==> src/rtl/mem_ctrl.sv <==
// mem_ctrl: arbiter/sequencer for the byte-wide RAM port shared by
// instruction fetch (IF, 4-byte reads) and the store/load buffer (LS).
// Requests are split into byte beats; reads are assembled little-endian.
// Optional build macro MEM_CTRL_IO_STALL_EN: stores to the IO region
// (addr[17:16] == IO_MASK_HI) wait while io_buffer_full is high.
module mem_ctrl #(
  parameter int unsigned ADDR_W     = 32,
  parameter logic [1:0]  IO_MASK_HI = 2'b11
) (
  input  logic              clk_in,
  input  logic              rst_in,
  input  logic              rdy_in,
  input  logic              clear_in,
  input  logic              if_req,
  input  logic [ADDR_W-1:0] if_addr,
  output logic              if_done,
  output logic [31:0]       if_data,
  input  logic              ls_req,
  input  logic              ls_wr,
  input  logic [1:0]        ls_size,
  input  logic [ADDR_W-1:0] ls_addr,
  input  logic [31:0]       ls_wdata,
  output logic              ls_done,
  output logic [31:0]       ls_rdata,
  input  logic              io_buffer_full,
  input  logic [7:0]        mem_din,
  output logic [7:0]        mem_dout,
  output logic [ADDR_W-1:0] mem_a,
  output logic              mem_wr
);

  typedef enum logic [1:0] {IDLE, RD, WR, DONE} state_t;

  state_t      state, state_d;
  logic        last_ls;   // last grant went to LS
  logic        owner_ls;  // current transfer belongs to LS
  logic        pend;      // a read beat was addressed in the previous cycle
  logic        wr_q;
  logic [1:0]  cnt;       // beat index currently on mem_a
  logic [1:0]  rcnt;      // index of the next read byte to capture
  logic [1:0]  n_m1;      // beats in transfer minus one
  logic [1:0]  ls_n_m1;
  logic [1:0]  cnt_nx;
  logic [31:0] dbuf;      // store data, or read bytes collected so far
  logic [31:0] rd_next;
  logic        ls_ok, grant_ls, grant_if, rd_last, wr_last, io_hold;

`ifdef MEM_CTRL_IO_STALL_EN
  assign ls_ok   = ls_req && !(ls_wr && io_buffer_full &&
                               (ls_addr[17:16] == IO_MASK_HI));
  assign io_hold = (state == WR) && io_buffer_full &&
                   (mem_a[17:16] == IO_MASK_HI);
`else
  logic unused_io;
  assign unused_io = io_buffer_full;
  assign ls_ok     = ls_req;
  assign io_hold   = 1'b0;
`endif

  assign ls_n_m1 = (ls_size == 2'd0) ? 2'd0 : (ls_size == 2'd1) ? 2'd1 : 2'd3;
  assign cnt_nx  = cnt + 2'd1;
  // A stalled RAM drives no write; an IO-held beat is likewise suppressed.
  assign mem_wr  = wr_q && rdy_in && !io_hold;

  // Next-state logic: arbitration in IDLE, beat completion in RD/WR.
  always_comb begin
    state_d  = state;
    grant_ls = 1'b0;
    grant_if = 1'b0;
    rd_last  = 1'b0;
    wr_last  = 1'b0;
    unique case (state)
      IDLE: begin
        if (!clear_in) begin
          if (ls_ok && (!if_req || !last_ls)) begin
            grant_ls = 1'b1;
            state_d  = ls_wr ? WR : RD;
          end else if (if_req) begin
            grant_if = 1'b1;
            state_d  = RD;
          end
        end
      end
      RD: begin
        rd_last = pend && (rcnt == n_m1);
        if (clear_in)     state_d = IDLE;
        else if (rd_last) state_d = DONE;
      end
      WR: begin
        wr_last = !io_hold && (cnt == n_m1);
        if (wr_last) state_d = DONE;
      end
      DONE:    state_d = IDLE;
      default: state_d = IDLE;
    endcase
  end

  // Read assembly: the incoming byte merged into its little-endian lane.
  always_comb begin
    rd_next = dbuf;
    rd_next[{rcnt, 3'b000} +: 8] = mem_din;
  end

  // State register; rdy_in low freezes the whole block.
  always_ff @(posedge clk_in) begin
    if (!rst_in)     state <= IDLE;
    else if (rdy_in) state <= state_d;
  end

  // Datapath: latch request on grant, step beats, capture bytes, pulse done.
  // Because the RAM is also held while rdy_in is low, freezing here keeps the
  // current beat's address on mem_a and the pending byte lane intact.
  always_ff @(posedge clk_in) begin
    if (!rst_in) begin
      last_ls  <= 1'b1;
      owner_ls <= 1'b0;
      pend     <= 1'b0;
      wr_q     <= 1'b0;
      cnt      <= '0;
      rcnt     <= '0;
      n_m1     <= '0;
      dbuf     <= '0;
      if_done  <= 1'b0;
      ls_done  <= 1'b0;
      if_data  <= '0;
      ls_rdata <= '0;
      mem_a    <= '0;
      mem_dout <= '0;
    end else if (rdy_in) begin
      if_done <= 1'b0;
      ls_done <= 1'b0;
      if (grant_ls || grant_if) begin
        last_ls  <= grant_ls;
        owner_ls <= grant_ls;
        pend     <= 1'b0;
        cnt      <= '0;
        rcnt     <= '0;
        n_m1     <= grant_ls ? ls_n_m1 : 2'd3;
        mem_a    <= grant_ls ? ls_addr : if_addr;
        dbuf     <= (grant_ls && ls_wr) ? ls_wdata : '0;
        wr_q     <= grant_ls && ls_wr;
        if (grant_ls && ls_wr) mem_dout <= ls_wdata[7:0];
      end else if (state == RD && !clear_in) begin
        pend <= 1'b1;
        if (cnt != n_m1) begin
          cnt   <= cnt_nx;
          mem_a <= mem_a + ADDR_W'(1);
        end
        if (pend) begin
          dbuf <= rd_next;
          rcnt <= rcnt + 2'd1;
        end
        if (rd_last) begin
          if (owner_ls) begin
            ls_done  <= 1'b1;
            ls_rdata <= rd_next;
          end else begin
            if_done <= 1'b1;
            if_data <= rd_next;
          end
        end
      end else if (state == WR && !io_hold) begin
        if (wr_last) begin
          wr_q    <= 1'b0;
          ls_done <= 1'b1;
        end else begin
          cnt      <= cnt_nx;
          mem_a    <= mem_a + ADDR_W'(1);
          mem_dout <= dbuf[{cnt_nx, 3'b000} +: 8];
        end
      end
    end
  end

endmodule

==> config.mk <==
export PLATFORM = sky130hd
export DESIGN_NAME = mem_ctrl
export DESIGN_NICKNAME = d
export VERILOG_FILES = /design/src/rtl/mem_ctrl.sv
export SDC_FILE = /design/constraint.sdc
export NUM_CORES = 1
export LEC_CHECK = 0
export ABC_AREA = 1
export BUFFER_PORTS_ARGS = -buffer_cell sky130_fd_sc_hd__buf_4
export CORE_AREA = 2 2 123 125
export CTS_CLUSTER_DIAMETER = 30
export DETAILED_ROUTE_END_ITERATION = 10
export DIE_AREA = 0 0 125 127
export MAX_ROUTING_LAYER = met4
export PLACE_DENSITY = 0.92
export SYNTH_ARGS = -nofsm -noshare
export SYNTH_HDL_FRONTEND = slang
export SYNTH_SLANG_ARGS = --single-unit
==> constraint.sdc <==
create_clock -name clk_in -period 3.65 [get_ports clk_in]
set_input_delay 0.5475 -clock clk_in [delete_from_list [all_inputs] [get_ports clk_in]]
set_output_delay 0.5475 -clock clk_in [all_outputs]
set_load 0.005 [all_outputs]
---- Word-level counts from Yosys, hierarchy flattened ----
Cells that the tools add are included.
cells by class
  reduce and logical (&&, ||, !) cells .... 26
  muxes and demuxes ....................... 60
  equal/unequal tests ..................... 16
  shift operators ......................... 3
  bitwise gates (word level) .............. 2
  $add $sub $neg .......................... 4
operators with widths
  operator                                              count
  two-way mux 32 bit                                    10
  two-way mux 8 bit                                     5
  two-way mux 2 bit                                     18
  adder 32 x 1 -> 32 bit, second input constant         1
  bitwise mux 32 bit                                    1
  variable shift 8 x 7 -> 32 bit, first input constant  1
  indexed part select 32 x 6 -> 8 bit                   1
  indexed part select 8 x 7 -> 32 bit                   1
  two-way mux 1 bit                                     25
  AND reduction 5 bit                                   4
  one-hot mux 2 bit (4 select lines)                    1
  AND reduction 4 bit                                   2
  nonzero test 2 bit                                    4
  negation 5 -> 7 bit                                   1
  != test 2 bit, second input constant                  3
  != test 3 bit, second input constant                  2
  logical AND 1 bit                                     5
  adder 2 x 1 -> 2 bit, second input constant           2
  == test 2 x 1 -> 1 bit, second input constant         2
  == test 2 bit                                         2
  == test 2 bit, second input constant                  2
  logical NOT 2 bit                                     2
  != test 2 x 1 -> 1 bit, second input constant         2
  AND reduction 2 bit                                   2
  8 further kinds                                       12
storage, ports and cells
  logic and storage cells ................. 126
  output and inout bits ................... 107
  bits in registers ....................... 150

---- Longest topological paths before layout ----
Gate-level depths: netlist of run 1.
  depth in word-level cells ............... 9
  gate-level depth with buffers ........... 12

---- Worst setup path before layout of run 1 ----
No wires, ideal clock.
  kind .................................... flip-flop to flip-flop
  from .................................... register rcnt[0]
  to ...................................... register dbuf[28]
  clock period less this slack ............ 1.650 ns
  buffers on the path ..................... 1
  stages on the path, launching flop included .. 9
  data arrival time ....................... 1.576 ns
  slack ................................... 2.000 ns
  library setup time ...................... 0.074 ns
  cells stage by stage .................... dfxtp_1 inv_1 ha_1 inv_1 clkbuf_1 nand3_1 o22ai_1 nand2_1 a31oi_1
between the ends
  longest elaborated chain between the ends .. 6
  elaborated cells on any way between the ends .. 7
  classes of those cells .................. add/sub: 1; shift: 2; mux: 4
RTL lines
  what                                                                                          RTL line  text
  start: declaration                                                                            40        logic [1:0] rcnt;
  start signal: assignment                                                                      151       rcnt <= rcnt + 2'd1;
  negation 5 -> 7 bit *                                                                         101       rd_next[{rcnt, 3'b000} +: 8] = mem_din;
  indexed part select 8 x 7 -> 32 bit / variable shift 8 x 7 -> 32 bit (equally long branches)  101
  bitwise mux 32 bit *                                                                          101
  two-way mux 32 bit *                                                                          149       if (pend) begin
  two-way mux 32 bit *                                                                          143       end else if (state == RD && !clear_in) begin
  two-way mux 32 bit *                                                                          132       if (grant_ls || grant_if) begin
  end signal: assignment                                                                        140       dbuf <= (grant_ls && ls_wr) ? ls_wdata : '0;
  end signal: assignment                                                                        150       dbuf <= rd_next;
  end: declaration                                                                              44        logic [31:0] dbuf;
Every way passes the cells marked *; elsewhere a longest branch is shown, timed or not. The select of a mux whose other input is x is not followed.
A chain may end at the register's enable or synchronous reset.

---- Worst setup path after layout of run 1 ----
  from .................................... register rcnt[0]
  to ...................................... register if_data[2]
between the ends
  longest elaborated chain between the ends .. 4
  elaborated cells on any way between the ends .. 8
  classes of those cells .................. add/sub: 1; eq/ne: 1; shift: 2; mux: 2; reduce/logical: 2
RTL lines
  what                                                         RTL line  text
  branches (longest 4 deep; another with negation 5 -> 7 bit)  --
  end signal: assignment                                       159       if_data <= rd_next;
  end: declaration                                             17        output logic [31:0] if_data,
Several ways; the timed one is not identified.

==> results of run 1 <==
==> worst max-delay path, cell delays in order (launching register included) <==
cell and delay [ns]:
dfxtp_1 0.61, inv_1 0.26, ha_1 0.39, inv_1 0.11
nand4_1 0.33, o22ai_1 0.45, o21ai_0 0.18, a21oi_1 0.17
==> power groups by stage <==
stage	Clock, mW	Combinational [mW]	Sequential (mW)
2_1_floorplan	0	0.559	1.87
3_3_place_gp	0	0.859	1.90
3_5_place_dp	0	0.881	1.90
4_1_cts	1.83	0.890	1.87
5_1_grt	1.91	1.00	1.88
6_report	1.83	0.904	1.87
==> synth_stat cells <==
library cell,n
nand2_1,289
buf_2,28
o211ai_1,13
nand3_1,47
a22oi_1,3
nand3_2,3
nor3_1,2
nand3_4,1
clkbuf_1,31
clkinv_1,1
buf_4,1
nand2_2,5
or2_2,1
inv_1,169
nor2_4,4
a31oi_1,32
a21oi_1,93
o22ai_1,37
ha_1,6
xor2_1,1
o21ai_0,156
dfxtp_1,150
buf_1,7
buf_6,4
inv_2,6
nor2_2,7
nand2_4,1
clkbuf_2,1
o21bai_1,5
nand3b_1,7
xnor2_1,3
nor2_1,166
nand4_1,2
o21ai_1,22
==> final cells by class <==
type | instances | area, µm²
Clock buffer | 20 | 437
Clock inverter | 12 | 171
Fill cell | 1175 | 3930
Inverter | 176 | 661
Multi-Input combinational cell | 906 | 4260
Sequential cell | 150 | 3000
Tap cell | 184 | 230
Timing Repair Buffer | 228 | 1720
==> metal layers <==
| metal | share of wire | vias to the layer above | wire length [µm] | track usage |
|---|---|---|---|---|
| li1 | - | 4569 | - | - |
| met1 | 0.41 | 4251 | 10800 | 0.417 |
| met2 | 0.47 | 509 | 12200 | 0.544 |
| met3 | 0.091 | 65 | 2370 | 0.0653 |
| met4 | 0.028 | 0 | 729 | 0.125 |
| met5 | 0 | - | 0 | - |
==> per-stage QoR <==
| stage | std cells | utilization |
|---|---|---|
| global placement | 1644 | 0.685 |
| floorplan | 1304 | - |
| detailed placement | 1644 | 0.685 |
| global route | 1676 | 0.727 |
| finish | 1676 | 0.727 |
| CTS | 1676 | 0.727 |
==> registers in the layout (all words and copies together) (netlist names) <==
name,flops
cnt,2
dbuf,32
if_data,32
if_done,1
last_ls,1
ls_done,1
ls_rdata,32
mem_a,32
mem_dout,8
n_m1,2
owner_ls,1
pend,1
rcnt,2
state,2
wr_q,1
==> logic make-up (layout without fill, tap and decap cells) <==
kind of cell / Yosys count / count (layout) / share of synthesized area
buffers and inverters: 248 / 436 / 0.121
adders and majority gates: 6 / 6 / 0.00909
AOI/OAI and AO/OA: 361 / 361 / 0.235
xor gates and xnor gates: 4 / 4 / 0.00424
DFF: 150 / 150 / 0.363
and+or+nand+nor: 535 / 535 / 0.267
==> final timing paths <==
| check | depth (start not counted) | end | slack (ns) |
|---|---|---|---|
| max | 7 | if_data[2] | 1.08 |
| min reg2reg | 2 | if_data[3] | 0.44 |
| max reg2reg | 7 | if_data[2] | 1.08 |
| min | 3 | n_m1[0] | 0.35 |
==> impl_metrics.json, run 1 <==
{
  "status": "completed",
  "pre_cts_slack_ns": 0.870,
  "synth_fp_nets": 1424,
  "clk_latency_ns": 0.43,
  "yosys.area.top_type": "dfxtp_1",
  "clock_path_buffers": 2,
  "final_cell_mix": "nand2_1 (289), buf_4 (227), inv_1 (169)",
  "worstPathMaxFanout": 13,
  "post_cts_resized": 0,
  "drc": 0,
  "maxCapViolations": 0,
  "fin_crit_ns": 2.57,
  "drtAntennaViolNets": 0,
  "synth_top_area_share": 0.363,
  "std_cell_rows": 44,
  "combPwrFrac": 0.196,
  "antenna_found_initial": 0,
  "setup_slack_ns": 1.08,
  "timing.hold.ws_ns": 0.347,
  "avgViaCountPerCell": 5.61,
  "slew_headroom": 0.478,
  "cts_tree": "built",
  "finalWirelength_mm": 26.1,
  "root_buffer": "clkbuf_16",
  "ir_worst_vdd_v": 0.000344,
  "gr-total-overflow": 0,
  "leakage_nw": 4.48,
  "yosys_warnings": 0,
  "cts_sinks": 150,
  "worst_pin_slew_ns": 0.781,
  "vias": 9394,
  "antenna_cells": 0,
  "ctsHtreeMaxLevel": 4,
  "final_common_cell": "nand2_1",
  "finalMaxSlewViolations": 0,
  "p_seq_frac": 0.407,
  "criticalPathCategory": "reg -> reg",
  "power_density_nw_per_um2": 439,
  "startpoint_type": "flip-flop",
  "syn_area_um2": 8260,
  "cts_hold_buf": 0,
  "hpwl_mm": 18.4,
  "yosysSeqAreaShare": 0.363,
  "p_clk_frac": 0.397,
  "crit_start": "rcnt[0]",
  "first_pass_iters": 6,
  "final_hold_viol_count": 0,
  "ys_ff_latch": 150,
  "syn_inst": 1304,
  "crit_required_ns": 4.01,
  "synthTopCellsByArea": "dfxtp_1 (36%), nand2_1 (13%), o21ai_0 (9.4%)",
  "power_mw": 4.61,
  "die_w_um": 125,
  "port_buffers": 219,
  "swShare": 0.306,
  "cp-end-kind": "flip-flop",
  "post_cts.repair.setup_buffers": 0,
  "clk_pin_slew_ns": 0.06,
  "fmax_mhz": 389,
  "final_nets": 1599,
  "power.switching_mw": 1.41,
  "areaGrowthSynthToFinish_pct": 27.0,
  "drt_iter0_markers": 1126,
  "post_drt_wl_per_cell_um": 15.6,
  "setup_tns_ns": 0,
  "drive_gt1_frac": 0.192,
  "final_area_um2": 10500,
  "grt_setup_unrepaired": "no",
  "avgSynthCellArea_um2": 6.34,
  "grt_pass1_wl_mm": 42.4,
  "dieArea_um2": 15900,
  "clock_skew_ns": 0.00987,
  "synth_cell_type_count": 34,
  "grt_pass1_vias": 8737,
  "min_path_type": "in -> reg",
  "initial_core_util": 0.573,
  "setup_viol": 0,
  "globalplace.congestion": 0.952,
  "reg2reg_from": "rcnt[0]",
  "grt_max_degree": 75,
  "grtUsageTotal": 0.335,
  "die_y_um": 127,
  "ioPinCount": 221,
  "placed_cell_area_um2": 9880,
  "post-route-period-util": 0.704,
  "hold_start": "ls_size[0]",
  "arrival_ns": 2.93,
  "p_int_mw": 3.20,
  "cts_buffers": 17,
  "core_area_um2": 14400
}
(Power assumes the default switching activity.)
==> run 2, diff against run 1 <==
Settings changed: ABC_AREA 1 to 0, CORE_AREA 2 2 123 125 to 2 2 130 132, DIE_AREA 0 0 125 127 to 0 0 132 134, PLACE_DENSITY 0.92 to 0.83.
Clock period 3.65 ns to 2.1 ns, I/O delays scaled along.
==> run 2 against run 1 <==
Global-route usage decreased by 4.0 points. Critical path depth decreased by 2. Combinational power increased by 33%. Cell count decreased by 17%. Fmax increased by 23%. Worst setup slack got worse by 1.1 ns. Clock power increased by 67%. First-iteration DRC count decreased by 25%. Critical endpoint is now mem_a[27]. Design area increased by 1.3%. Synthesized cell count decreased by 30%. Via count decreased by 11%. Critical path type unchanged.
==> impl_metrics.json, run 2 <==
{
  "status": "completed",
  "power_density_nw_per_um2": 687,
  "final_util": 0.653,
  "combPwrFrac": 0.165,
  "multi_input_area_um2": 4340,
  "p_int_mw": 5.12,
  "grt_max_degree": 66,
  "synth_cell_type_count": 65,
  "setup_slack_ns": 0.0169,
  "pre_cts_slack_ns": 0.0110,
  "synth_top_area_share": 0.396,
  "synth-edff-count": 0,
  "cts_sinks": 150,
  "vias": 8379,
  "crit_path_frequent_cell": "or4_4",
  "register_area_um2": 3030,
  "gr-total-overflow": 0,
  "cp_cell_sequence": "nand3_4, or4_4, or4_4, or3_1, a31oi_1",
  "avgViaCountPerCell": 6.01,
  "areaGrowthSynthToFinish_pct": 40.3,
  "yosysMostFrequentCell": "dfxtp_1",
  "root_buffer": "clkbuf_16",
  "final_hold_viol_count": 0,
  "port_buffers": 219,
  "final_nets": 1281,
  "initial_core_util": 0.465,
  "cp-end-kind": "flip-flop",
  "fin_crit_ns": 2.08,
  "clock_path_buffers": 2,
  "final_cell_mix": "buf_4 (293), dfxtp_1 (138), nor2_1 (126)",
  "power_mw": 7.30,
  "cts_tree": "built",
  "criticalPathCategory": "reg -> reg",
  "startpoint_type": "flip-flop",
  "ys_ff_latch": 150,
  "maxCapViolations": 0,
  "crit_path_max_incr_delay_ns": 0.59,
  "ioPinCount": 221,
  "finalMaxSlewViolations": 0,
  "finalWirelength_mm": 26.1,
  "leakage_nw": 4.25,
  "setup_viol": 0,
  "die_y_um": 134,
  "core_area_um2": 16300,
  "syn_area_um2": 7570,
  "worst_pin_slew_ns": 0.522,
  "placed_cell_area_um2": 9960,
  "final_area_um2": 10600,
  "ctsHtreeMaxLevel": 4,
  "synthArstFlopShare": 0,
  "dieArea_um2": 17700,
  "arrival_ns": 2.44,
  "fmax_mhz": 480,
  "synthFlopType": "dfxtp_1",
  "yosys_warnings": 0,
  "post_drt_wl_per_cell_um": 18.7,
  "antenna_found_initial": 0,
  "cts_buffers": 17,
  "grt_pass1_vias": 7723,
  "die_w_um": 132,
  "placed_cells": 1360,
  "post-route-period-util": 0.992,
  "antenna_cells": 0,
  "clock_skew_ns": 0.0132,
  "synthTopCellsByArea": "dfxtp_1 (40%), a211oi_1 (8.2%), nor2_1 (6.3%)",
  "crit_required_ns": 2.46,
  "yosys.area.top_type": "dfxtp_1",
  "fill_cells": 1356,
  "ir_worst_vdd_v": 0.000616,
  "final_common_cell": "buf_4",
  "min_path_type": "in -> reg",
  "clk_latency_ns": 0.44,
  "power.switching_mw": 2.18,
  "timing.hold.ws_ns": 0.161,
  "synth_fp_nets": 1037,
  "final_cells": 1394,
  "drt_iter0_markers": 845,
  "avgSynthCellArea_um2": 8.26,
  "swShare": 0.299,
  "clk_pin_slew_ns": 0.07,
  "drtAntennaViolNets": 0,
  "syn_inst": 917,
  "drive_gt1_frac": 0.336,
  "yosys-top-cells-count": "dfxtp_1 (150), nor2_1 (127), a211oi_1 (83)",
  "grt_setup_unrepaired": "yes",
  "setup_tns_ns": 0,
  "p_clk_frac": 0.418,
  "p_seq_frac": 0.418,
  "grt_pass1_wl_mm": 40.8,
  "grtUsageTotal": 0.295,
  "std_cell_rows": 47,
  "worstPathMaxFanout": 5,
  "hpwl_mm": 18.6,
  "cts_hold_buf": 0,
  "globalplace.congestion": 0.955,
  "slew_headroom": 0.652,
  "yosysSeqAreaShare": 0.396,
  "drc": 0,
  "cp_slowest_cell": "or4_4",
  "first_pass_iters": 8
}
run 2: cell count changes after synthesis, sizes merged, moves of 29 or more:
cell / delta
a211oi: +83
inv: -166
nor2b: +35
o21ai: -139
o22ai: -29
clkbuf: +32
nor2: -50
nand2: -232
run 2: path summary, 6_finish.rpt:
check | startpoint | cells after the start | slack [ns] | end
min | ls_wdata[4] | 3 | 0.16 | mem_dout[4]
max reg2reg | mem_a[1] | 5 | 0.02 | mem_a[27]
max | mem_a[1] | 5 | 0.02 | mem_a[27]
min reg2reg | ls_rdata[12] | 2 | 0.50 | ls_rdata[12]
run 2: cell families after synthesis:
family                     share of synthesized area
and+or+nand+nor                                0.212
AOI/OAI and AO/OA                              0.297
buffers and inverters                         0.0428
muxes                                         0.0377
xor gates and xnor gates                     0.00463
adders and majority gates                    0.00991
DFF                                            0.396
run 2: worst max-delay path: cells and delay by family, from the launching register on:
family	cells	cell delay, ns
AO/OA/AOI/OAI	1	0.16
flip-flops	1	0.38
AND/OR/NAND/NOR	4	1.48
run 2: timing repair:
| action | CTS | global route |
|---|---|---|
| endpoints found under the setup margin | 0 | 19 |
| setup buffers | 0 | 1 |
| resized for setup | 0 | 13 |
run 2: routing by layer:
metal	global-route usage	up-vias	part of all wire
met2	0.459	445	0.47
met4	0.105	0	0.027
met3	0.0499	58	0.085
li1	-	3931	-
met5	-	-	0
met1	0.388	3945	0.42
run 2: final cells by class:
type | count | area share
Multi-Input combinational cell | 682 | 0.408
Sequential cell | 150 | 0.285
Clock inverter | 15 | 0.0157
Timing Repair Buffer | 301 | 0.222
Inverter | 9 | 0.00330
Tap cell | 220 | 0.0259
Clock buffer | 17 | 0.0400
run 2: power groups by stage:
stage	clock (mW)	combinational, mW	sequential (mW)
3_3_place_gp	0	1.15	3.10
2_1_floorplan	0	0.626	3.09
3_5_place_dp	0	1.17	3.11
4_1_cts	3.08	1.18	3.04
6_report	3.05	1.20	3.05
5_1_grt	3.20	1.29	3.06
